==> src/rtl/hex_scan_ctrl.sv <==
// hex_scan_ctrl: time-multiplexed 4-digit hex display scanner.
// Captures a 16-bit value on Load, then steps through the four digits,
// holding each one for TICK_DIV clock cycles. Every output is registered.
// Optional build macro: LEADING_ZERO_BLANK_EN (blanks leading zero digits).
module hex_scan_ctrl #(
   parameter int TICK_DIV = 50000,
   parameter int CNT_W    = 16
) (
   input  logic        Clock,
   input  logic        Resetn,
   input  logic        Load,
   input  logic [15:0] DataIn,
   output logic [3:0]  Nibble,
   output logic [3:0]  DigitSel,
   output logic        Blank,
   output logic        Ack,
   output logic        dbg_state
);

   // Load/Ack handshake: Load has no back-pressure. Every rising edge that
   // sees Load=1 captures DataIn into the shadow register, and Ack is high
   // for exactly one cycle on the following edge, the same edge on which
   // Nibble first shows the captured value. Holding Load for M cycles gives
   // M captures and M Ack cycles; the last sample wins.

   typedef enum logic {
      IDLE = 1'b0,
      SCAN = 1'b1
   } state_t;

   localparam logic [CNT_W-1:0] TICK_LAST = CNT_W'(TICK_DIV - 1);

   state_t            state_q, state_d;
   logic [15:0]       shadow_q, shadow_d;
   logic [CNT_W-1:0]  presc_q, presc_d;
   logic [1:0]        idx_q, idx_d;
   logic              load_q;

   logic [3:0]        nibble_d;
   logic [3:0]        sel_d;
   logic              blank_d;
   logic              tick;
   logic [3:0]        cur_nibble;
   logic              lz_blank;

   assign dbg_state = state_q;

   // End of a digit slot: the prescaler has reached its last count.
   assign tick = (state_q == SCAN) && (presc_q == TICK_LAST);

   // Nibble of the shadow register belonging to the current digit index.
   always_comb begin
      cur_nibble = shadow_q[3:0];
      case (idx_q)
         2'd0: cur_nibble = shadow_q[3:0];
         2'd1: cur_nibble = shadow_q[7:4];
         2'd2: cur_nibble = shadow_q[11:8];
         2'd3: cur_nibble = shadow_q[15:12];
         default: cur_nibble = shadow_q[3:0];
      endcase
   end

`ifdef LEADING_ZERO_BLANK_EN
   // A digit above 0 is blanked when it and every digit above it are zero.
   always_comb begin
      lz_blank = 1'b0;
      case (idx_q)
         2'd0: lz_blank = 1'b0;
         2'd1: lz_blank = (shadow_q[15:4] == 12'h000);
         2'd2: lz_blank = (shadow_q[15:8] == 8'h00);
         2'd3: lz_blank = (shadow_q[15:12] == 4'h0);
         default: lz_blank = 1'b0;
      endcase
   end
`else
   // No leading-zero suppression: every digit is lit while scanning.
   assign lz_blank = 1'b0;
`endif

   // Next-state, datapath and next-output decode; defaults first.
   always_comb begin
      state_d  = state_q;
      shadow_d = shadow_q;
      presc_d  = presc_q;
      idx_d    = idx_q;
      nibble_d = 4'h0;
      sel_d    = 4'b1111;
      blank_d  = 1'b1;

      case (state_q)
         IDLE: begin
            presc_d = '0;
            idx_d   = 2'd0;
            if (Load) begin
               shadow_d = DataIn;
               state_d  = SCAN;
            end
         end
         SCAN: begin
            if (tick) begin
               presc_d = '0;
               idx_d   = idx_q + 2'd1;
            end else begin
               presc_d = presc_q + CNT_W'(1);
            end
            // A capture never disturbs the scan timing.
            if (Load) begin
               shadow_d = DataIn;
            end
            nibble_d = cur_nibble;
            sel_d    = ~(4'b0001 << idx_q);
            blank_d  = lz_blank;
         end
         default: begin
            state_d = IDLE;
         end
      endcase
   end

   // FSM state register.
   always_ff @(posedge Clock or negedge Resetn) begin
      if (!Resetn) begin
         state_q <= IDLE;
      end else begin
         state_q <= state_d;
      end
   end

   // Shadow value, prescaler, digit index and the capture flag behind Ack.
   always_ff @(posedge Clock or negedge Resetn) begin
      if (!Resetn) begin
         shadow_q <= 16'h0000;
         presc_q  <= '0;
         idx_q    <= 2'd0;
         load_q   <= 1'b0;
      end else begin
         shadow_q <= shadow_d;
         presc_q  <= presc_d;
         idx_q    <= idx_d;
         load_q   <= Load;
      end
   end

   // Output registers: one edge behind the scan state they describe.
   always_ff @(posedge Clock or negedge Resetn) begin
      if (!Resetn) begin
         Nibble   <= 4'h0;
         DigitSel <= 4'b1111;
         Blank    <= 1'b1;
         Ack      <= 1'b0;
      end else begin
         Nibble   <= nibble_d;
         DigitSel <= sel_d;
         Blank    <= blank_d;
         Ack      <= load_q;
      end
   end

endmodule

==> config.mk <==
export PLATFORM = sky130hd
export DESIGN_NAME = hex_scan_ctrl
export DESIGN_NICKNAME = d
export VERILOG_FILES = /design/src/rtl/hex_scan_ctrl.sv
export SDC_FILE = /design/constraint.sdc
export NUM_CORES = 1
export LEC_CHECK = 0
export ABC_AREA = 1
export CAP_MARGIN = 10
export CELL_PAD_IN_SITES_DETAIL_PLACEMENT = 0
export CELL_PAD_IN_SITES_GLOBAL_PLACEMENT = 1
export CORE_MARGIN = 10
export CORE_UTILIZATION = 45
export DETAILED_ROUTE_END_ITERATION = 6
export DONT_BUFFER_PORTS = 1
export PLACE_DENSITY = 0.84
export SETUP_SLACK_MARGIN = 0.3
export SYNTH_ARGS = -nofsm -noshare
export SYNTH_HDL_FRONTEND = slang
export SYNTH_SLANG_ARGS = --single-unit
==> constraint.sdc <==
create_clock -name Clock -period 3.85 [get_ports Clock]
set_input_delay 0.77 -clock Clock [delete_from_list [all_inputs] [get_ports Clock]]
set_output_delay 0.77 -clock Clock [all_outputs]
set_load 0.005 [all_outputs]
==> results of run 1 <==
==> worst register-to-register path, delay by kind of cell (launching register included) <==
| family | cells | cell delay (ns) |
|---|---|---|
| AO/OA/AOI/OAI | 2 | 0.34 |
| buffers and inverters | 2 | 0.27 |
| adder cells (fa/ha/maj) | 1 | 0.28 |
| flip-flops | 1 | 0.41 |
==> layout by cell type (no fill, tap or decap), drive strengths merged <==
| master | instances |
|---|---|
| dfrtp | 41 |
| nand2 | 40 |
| nor2 | 33 |
| inv | 21 |
| mux2 | 16 |
| nand3 | 12 |
| clkbuf | 7 |
| o21ai | 7 |
| xor2 | 6 |
| ha | 6 |
| dfstp | 5 |
| a21oi | 5 |
| a31oi | 4 |
| nand4 | 4 |
| nor3 | 2 |
| clkinv | 2 |
| a211oi | 1 |
| xnor2 | 1 |
| or2 | 1 |
==> metal layers <==
metal | vias to the layer above | GRT usage, % | routed length, um
met5 | - | 0 | 0
li1 | 684 | - | -
met1 | 661 | 13.8 | 1900
met2 | 22 | 16.6 | 1810
met3 | 5 | 5.06 | 326
met4 | 0 | 5.29 | 58
==> registers in the layout, summed over array words and instances (netlist names) <==
| signal | cells |
|---|---|
| shadow_q | 16 |
| load_q | 1 |
| DigitSel | 4 |
| Ack | 1 |
| presc_q | 16 |
| idx_q | 2 |
| Blank | 1 |
| Nibble | 4 |
| dbg_state | 1 |
==> layout make-up <==
type | count | area [um2] | area share, %
flip-flops and latches | 46 | 1160 | 51.2
inverters | 22 | 82.6 | 3.65
multi-input cells | 138 | 850 | 37.6
clock buffers | 7 | 96.3 | 4.26
clock inverters | 1 | 8.76 | 0.388
well taps | 52 | 65.1 | 2.88
==> per-stage QoR <==
stage | hold slack (ns) | setup slack (ns) | power (W) | utilization, %
2_1_floorplan | 0.331 | 2.24 | 0.000743 | -
3_3_place_gp | 0.332 | 2.42 | 0.000772 | 48.5
3_5_place_dp | 0.335 | 2.40 | 0.000777 | 48.5
4_1_cts | 0.149 | 2.07 | 0.00111 | 50.8
5_1_grt | 0.131 | 2.00 | 0.00116 | 50.8
6_report | 0.153 | 2.09 | 0.00110 | 50.8
==> where the power goes <==
| part | switching, W | internal, W | total (W) |
|---|---|---|---|
| clock network | 0.000165 | 0.000165 | 0.000330 |
| logic | 0.0000924 | 0.0000707 | 0.000163 |
| registers | 0.0000618 | 0.000544 | 0.000606 |
==> path summary, 6_finish.rpt <==
| path | endpoint | slack [ns] | startpoint |
|---|---|---|---|
| max in group asynchronous | Blank | 3.50 | Resetn |
| setup / recovery | dbg_state | 2.09 | dbg_state |
| hold / removal | Ack | 0.15 | Resetn |
| hold reg to reg | Ack | 0.35 | load_q |
| min in group Clock | Ack | 0.35 | load_q |
| setup reg to reg | Nibble[1] | 2.43 | idx_q[0] |
==> kinds of logic (layout without fill, tap and decap cells) <==
group           count (synthesis)  in the layout
xor+xnor                        7              7
compound gates                 17             17
simple gates                   92             92
buf+inv                        25             30
mux                            16             16
flops                          46             46
fa+ha+maj                       6              6
==> impl_metrics.ini, run 1 <==
[status]
status = complete, no violations

[timing]
setup_violations = 0
slew_headroom_pct = 63.0
post-route-min-period_ns = 1.76
fmax_mhz = 567
worst_slew_pin_slew_ns = 0.554
grt_setup_unrepaired = no
maxSlewViolCount = 0
fin_crit_sh_pct = 45.8
tns_ns = 0
skew_ns = 0.00790
hold_violations = 0

[floorplanning]
die-area_um2 = 7810
rows = 24
initial_core_util_pct = 47.4
ios = 30
die_w_um = 88.4
design.core.area_um2 = 4440
dieHeight_um = 88.4

[global_routing]
grt_max_degree = 47
track_usage_pct = 11.3
antenna_found_initial = 0
grt-ovfl-total = 0
grt_pass1_wl_um = 6780
grt_pass1_vias = 1386

[critical_path]
cp_max_fo = 16
reg2regPathDepth = 5
start_kind = flip-flop
cp-end-kind = primary output
critPathArrivalTime_ns = 0.99
crit_required_ns = 3.08
criticalPathCategory = flip-flop to primary output
cp.depth = 0

[synth]
synthDistinctLibCells = 26
ys_ff_latch = 46
yosysSeqAreaShare_pct = 55.0
yosys_warnings = 0
synth_top_area_cell = dfrtp_1
yosys.area_share.simple_pct = 20.9
synth_area_um2 = 2100
synth_commonest_cells = dfrtp_1 (41), nand2_1 (34), nor2_1 (27), inv_1 (19), mux2_2 (16)
synth.area.mux_share_pct = 8.56
synth_top_area_share_pct = 48.8
synth_top_family_by_area = simple AND/OR/NAND/NOR gates
synthAdderAreaFrac_pct = 3.57
synth_cells = 209
yosysMostFrequentCell = dfrtp_1
synth_compound_area_share_pct = 4.40
synthFlopType = dfrtp_1
synthTopCellsByArea = dfrtp_1 (49%), mux2_2 (8.6%), dfstp_2 (6.2%)
syn_nets = 234
synth-xor-area-share_pct = 2.91
synth_edf_count = 0
synth-async-reset-ratio_pct = 100
synth.avg_cell_area_um2 = 10.1

[final_layout]
stdcell_count = 266
final_area_um2 = 2260
syn2layout_area_growth_pct = 7.37
drive_above_1_share_pct = 21.5
fillers = 430
antenna_cells = 0
final_nets = 238

[clocking]
clk_path_buf_depth = 2
root_buffer = clkbuf_8
clkSlewWorstSetupHoldPaths_ns = 0.09
htreeDepth = 2
cts_tree = done
ctsHoldBuffers = 0
clk_latency_ns = 0.30
post_cts_resized = 0
postCtsSetupBuffers = 0
clock_sinks = 46
cts_buffers = 5

[power]
cellPowerDensity_nw_per_um2 = 486
ir_drop_uv = 281
p_leak_nw = 1.03

[worst_hold_path]
hp-class = input pin to asynchronous set/reset pin

[placement]
hpwl_um = 2960
placed_cell_area_um2 = 2150
port_buffers = 0
gp_congestion = 0.823
dp_cells = 258

[routing]
drtPass1Iterations = 4
drc = 0
drt_iter0_markers = 92
viasPerCell = 5.16
ant_nets = 0
vias = 1372
routed_wl_um = 4090
wl_per_cell_um = 15.4

[flow_run]
max_cap_violations = 0
No activity file was read; power rests on OpenSTA's default activity.
==> run 2: changes to the inputs <==
- clock period: 3.85 -> 1.72 ns (I/O delays scaled with it)
==> run 2 against run 1 <==
Net effect: the flow now finishes with violations (negative hold slack); clock power increased by 95%; final cell count increased by 0.38%; routed wire length decreased by 3.3%; critical path type is now flip-flop to flip-flop; largest cell class unchanged.
==> impl_metrics.ini, run 2 (synthesis results as in run 1) <==
[global_routing]
track_usage_pct = 11.1
grt_pass1_wl_um = 6760
grt_max_degree = 47
grt-ovfl-total = 0
grt_pass1_vias = 1369
antenna_found_initial = 0

[routing]
route.met2.wl_um = 1750
dr.max_layer_used = met4
drtPass1Iterations = 4
ant_nets = 0
dr_wl_met3_um = 284
viasPerCell = 5.03
routed_wl_um = 3960
drt_iter0_markers = 87
wl_per_cell_um = 14.8
drc = 0
m1WireLength_um = 1910
vias = 1343

[clocking]
root_buffer = clkbuf_8
clk_path_buf_depth = 2
clkSlewWorstSetupHoldPaths_ns = 0.09
clock_sinks = 46
cts_tree = done
htreeDepth = 2
clk_latency_ns = 0.29
cts_buffers = 5

[power]
clkPwrFrac_pct = 27.1
pwr-share-comb_pct = 15.4
p_leak_nw = 1.02
p_int_w = 0.00167
power_frac_seq_pct = 57.5
cellPowerDensity_nw_per_um2 = 1050
swShare_pct = 29.7
ir_drop_uv = 674
switching_power_w = 0.000705

[floorplanning]
initial_core_util_pct = 47.4
rows = 24
die_w_um = 88.4
die-area_um2 = 7810
dieHeight_um = 88.4
ios = 30
design.core.area_um2 = 4440

[timing]
fin_crit_sh_pct = 77.3
grt_setup_unrepaired = yes
fmax_mhz = 752
hold_violations = 46
tns_ns = 0
skew_ns = 0.00702
holdWs_ns = -0.265
setup_violations = 0
slew_headroom_pct = 78.8
post-route-min-period_ns = 1.33
worst_slew_pin_slew_ns = 0.318
maxSlewViolCount = 0

[placement]
hpwl_um = 2940
gp_congestion = 0.801
port_buffers = 0

[critical_path]
r2r-start = presc_q[0]
cp-end-kind = flip-flop
r2r_slack_ns = 0.39
cp_max_fo = 9
worstSetupStartpoint = presc_q[0]
start_kind = flip-flop
criticalPathCategory = flip-flop to flip-flop
crit_required_ns = 1.90
critPathArrivalTime_ns = 1.51

[final_layout]
antenna_cells = 0
drive_above_1_share_pct = 22.3
final_common_cell = dfrtp_1
final_nets = 239
fin_util_pct = 50.8
fillers = 430
syn2layout_area_growth_pct = 7.25
layout_common_cells = dfrtp_1 (40), nand2_1 (34), nor2_1 (27)
reg.largest.list = presc_q (16), shadow_q (16)

[worst_hold_path]
hp-class = input pin to asynchronous set/reset pin

[status]
violations = negative hold slack
status = finished with violations

[flow_run]
max_cap_violations = 0
[run 2: per-layer routing]
metal  track usage, %  vias up
met5                0        -
met4             2.64        0
met3             5.15        2
met2             16.2       23
met1             14.7      637
li1                 -      681
[run 2: worst max-delay path, cell delays in order, from the launching register on]
cell and delay, ns:
dfrtp_1 0.38, ha_1 0.17, nand2_1 0.08, inv_2 0.08, nand2_1 0.08, nor2_4 0.14
nand2_2 0.10, nand2_4 0.12, o21ai_1 0.07
[run 2: repair_timing]
item,CTS,global route
buffers inserted,0,1
setup endpoints to repair,0,14
resized for setup,0,3
hold endpoints to repair,46,46
[run 2: metrics by stage]
step	setup WS [ns]	cell area [um2]	std cells	hold slack (ns)	total power (W)
after floorplan	0.489	2100	209	0.0484	0.00166
after global placement	0.402	2150	258	0.0507	0.00174
after detailed placement	0.356	2150	258	0.0509	0.00175
after CTS	0.349	2240	266	-0.272	0.00239
after global routing	0.261	2260	267	-0.289	0.00254
final	0.390	2260	267	-0.265	0.00237
[run 2: final timing paths]
kind                       endpoint  cells after the start
max                        idx_q[0]                      8
min                             Ack                      0
max reg2reg                idx_q[0]                      8
min reg2reg                     Ack                      0
max in group asynchronous     Blank                      0
min in group Clock           load_q                      0
[run 2: final cells by class]
class	instances	area, um2	area share (%)
Multi-Input combinational cell	138	857	38.0
Tap cell	52	65.1	2.88
Sequential cell	46	1160	51.3
Inverter	22	82.6	3.66
Clock inverter	2	13.8	0.610
Timing Repair Buffer	1	7.51	0.333
Clock buffer	6	72.6	3.22
[run 2: power by group through the flow]
| stage | clock network, W | registers (W) | logic (W) |
|---|---|---|---|
| finish | 0.000642 | 0.00136 | 0.000366 |
| global route | 0.000722 | 0.00139 | 0.000426 |
| CTS | 0.000660 | 0.00136 | 0.000364 |
| detailed placement | 0 | 0.00139 | 0.000362 |
| global placement | 0 | 0.00138 | 0.000359 |
| floorplan | 0 | 0.00134 | 0.000322 |
==> run 3: changes to the inputs <==
- clock period: 1.72 -> 1.3 ns (I/O delays scaled with it)
==> run 3 against run 2 <==
Net effect: the run still ends with negative hold slack left; sequential cell count stayed put; utilization is 7.5 points higher; final cell count is 7.5% higher; routed wire length is 13% higher; power is 46% higher; design area is 15% higher; via count is 9.0% higher; largest cell class unchanged.
==> impl_metrics.ini, run 3 (synthesis results as in run 1) <==
[global_routing]
grt_pass1_vias = 1530
antenna_found_initial = 0
grt-ovfl-total = 0
grt_pass1_wl_um = 7530
grt_max_degree = 47
track_usage_pct = 12.5

[final_layout]
stdcell_count = 287
syn2layout_area_growth_pct = 23.1
final_nets = 259
final_common_cell = dfrtp_1
layout_common_cells = dfrtp_1 (38), nand2_1 (31), nor2_1 (23)
antenna_cells = 0
reg.largest.list = presc_q (16), shadow_q (16)
drive_above_1_share_pct = 41.7
fin_util_pct = 58.3

[flow_run]
max_cap_violations = 0

[critical_path]
crit_required_ns = 1.53
cp-end-kind = flip-flop
cp_max_fo = 3
path_cells = ha_2 > nand2_4 > inv_4 > nand2_2 > nor2_4 > buf_4 > nand4_1 > o21ai_1
path_buf_inv = 2
critPathTopFamily = flip-flops
start_kind = flip-flop
slowest_stage = dfrtp_1
critPathArrivalTime_ns = 1.50
critPathMaxStageDelay_ns = 0.36
criticalPathCategory = flip-flop to flip-flop

[timing]
tns_ns = 0
grt_setup_unrepaired = yes
worst_slew_pin_slew_ns = 0.234
post-route-min-period_ns = 1.26
fin_crit_sh_pct = 97.1
hold_violations = 46
slew_headroom_pct = 84.3
setup_violations = 0
skew_ns = 0.00588
fmax_mhz = 793
maxSlewViolCount = 0
holdWs_ns = -0.356

[status]
status = finished with violations
violations = negative hold slack

[power]
power_frac_seq_pct = 52.3
cellPowerDensity_nw_per_um2 = 1340
ir_drop_uv = 977
p_int_w = 0.00238
swShare_pct = 31.3
pwr-share-comb_pct = 23.1
power_w = 0.00347
clkPwrFrac_pct = 24.6
switching_power_w = 0.00109
p_leak_nw = 1.17

[routing]
vias = 1464
ant_nets = 0
wl_per_cell_um = 15.6
drt_iter0_markers = 98
drc = 0
routed_wl_um = 4490
drtPass1Iterations = 4
viasPerCell = 5.10

[placement]
hpwl_um = 3030
dp_cells = 261
gp_congestion = 0.812
port_buffers = 0

[worst_hold_path]
hp-class = input pin to asynchronous set/reset pin

[clocking]
clk_path_buf_depth = 2
htreeDepth = 2
cts_tree = done
root_buffer = clkbuf_8
clkSlewWorstSetupHoldPaths_ns = 0.08
ctsHoldBuffers = 1
clk_latency_ns = 0.30
clock_sinks = 46
cts_buffers = 5

[floorplanning]
die_w_um = 88.4
initial_core_util_pct = 47.4
die-area_um2 = 7810
design.core.area_um2 = 4440
rows = 24
ios = 30
dieHeight_um = 88.4
-- run 3: area by class of cell --
type,instances,area [um2]
Fill cell,386,1850
Sequential cell,46,1160
Multi-Input combinational cell,139,1020
Timing Repair Buffer,20,171
Inverter,22,87.6
Clock buffer,6,72.6
Tap cell,52,65.1
Clock inverter,2,13.8
-- run 3: per-layer routing --
metal	up-vias	share of wire [%]	global-route usage (%)
li1	727	-	-
met1	706	43	14.9
met2	25	48	19.4
met3	6	7.6	5.33
met4	0	1.6	4.85
met5	-	0	0
-- run 3: power by group through the flow --
stage	clock [W]	combinational (W)	sequential, W
floorplan	0	0.000429	0.00178
global placement	0	0.000472	0.00183
detailed placement	0	0.000484	0.00183
CTS	0.000885	0.000732	0.00181
global route	0.000929	0.000877	0.00184
finish	0.000853	0.000800	0.00182
-- run 3: path summary, 6_finish.rpt --
| path | cells past startpoint | slack (ns) | endpoint | start |
|---|---|---|---|---|
| setup / recovery | 8 | 0.04 | idx_q[1] | presc_q[0] |
| min in group Clock | 1 | 0.07 | dbg_state | Load |
| max in group asynchronous | 0 | 1.48 | Blank | Resetn |
| hold reg to reg | 0 | 0.37 | Ack | load_q |
| hold / removal | 0 | -0.36 | Ack | Resetn |
| setup reg to reg | 8 | 0.04 | idx_q[1] | presc_q[0] |
-- run 3: what timing repair did --
item / 4_1_cts / 5_1_grt
setup buffers: 15 / 1
resized for setup: 37 / 13
endpoints found under the setup margin: 28 / 30
gates cloned: 1 / 0
endpoints found under the hold margin: 47 / 46
pin swaps: 12 / 7
-- run 3: per-stage QoR --
stage,setup slack (ns),cell area [um2]
after floorplan,0.0946,2130
after global placement,0.0514,2190
after detailed placement,-0.00444,2190
after CTS,0.0577,2530
after global routing,-0.0464,2590
final,0.0382,2590
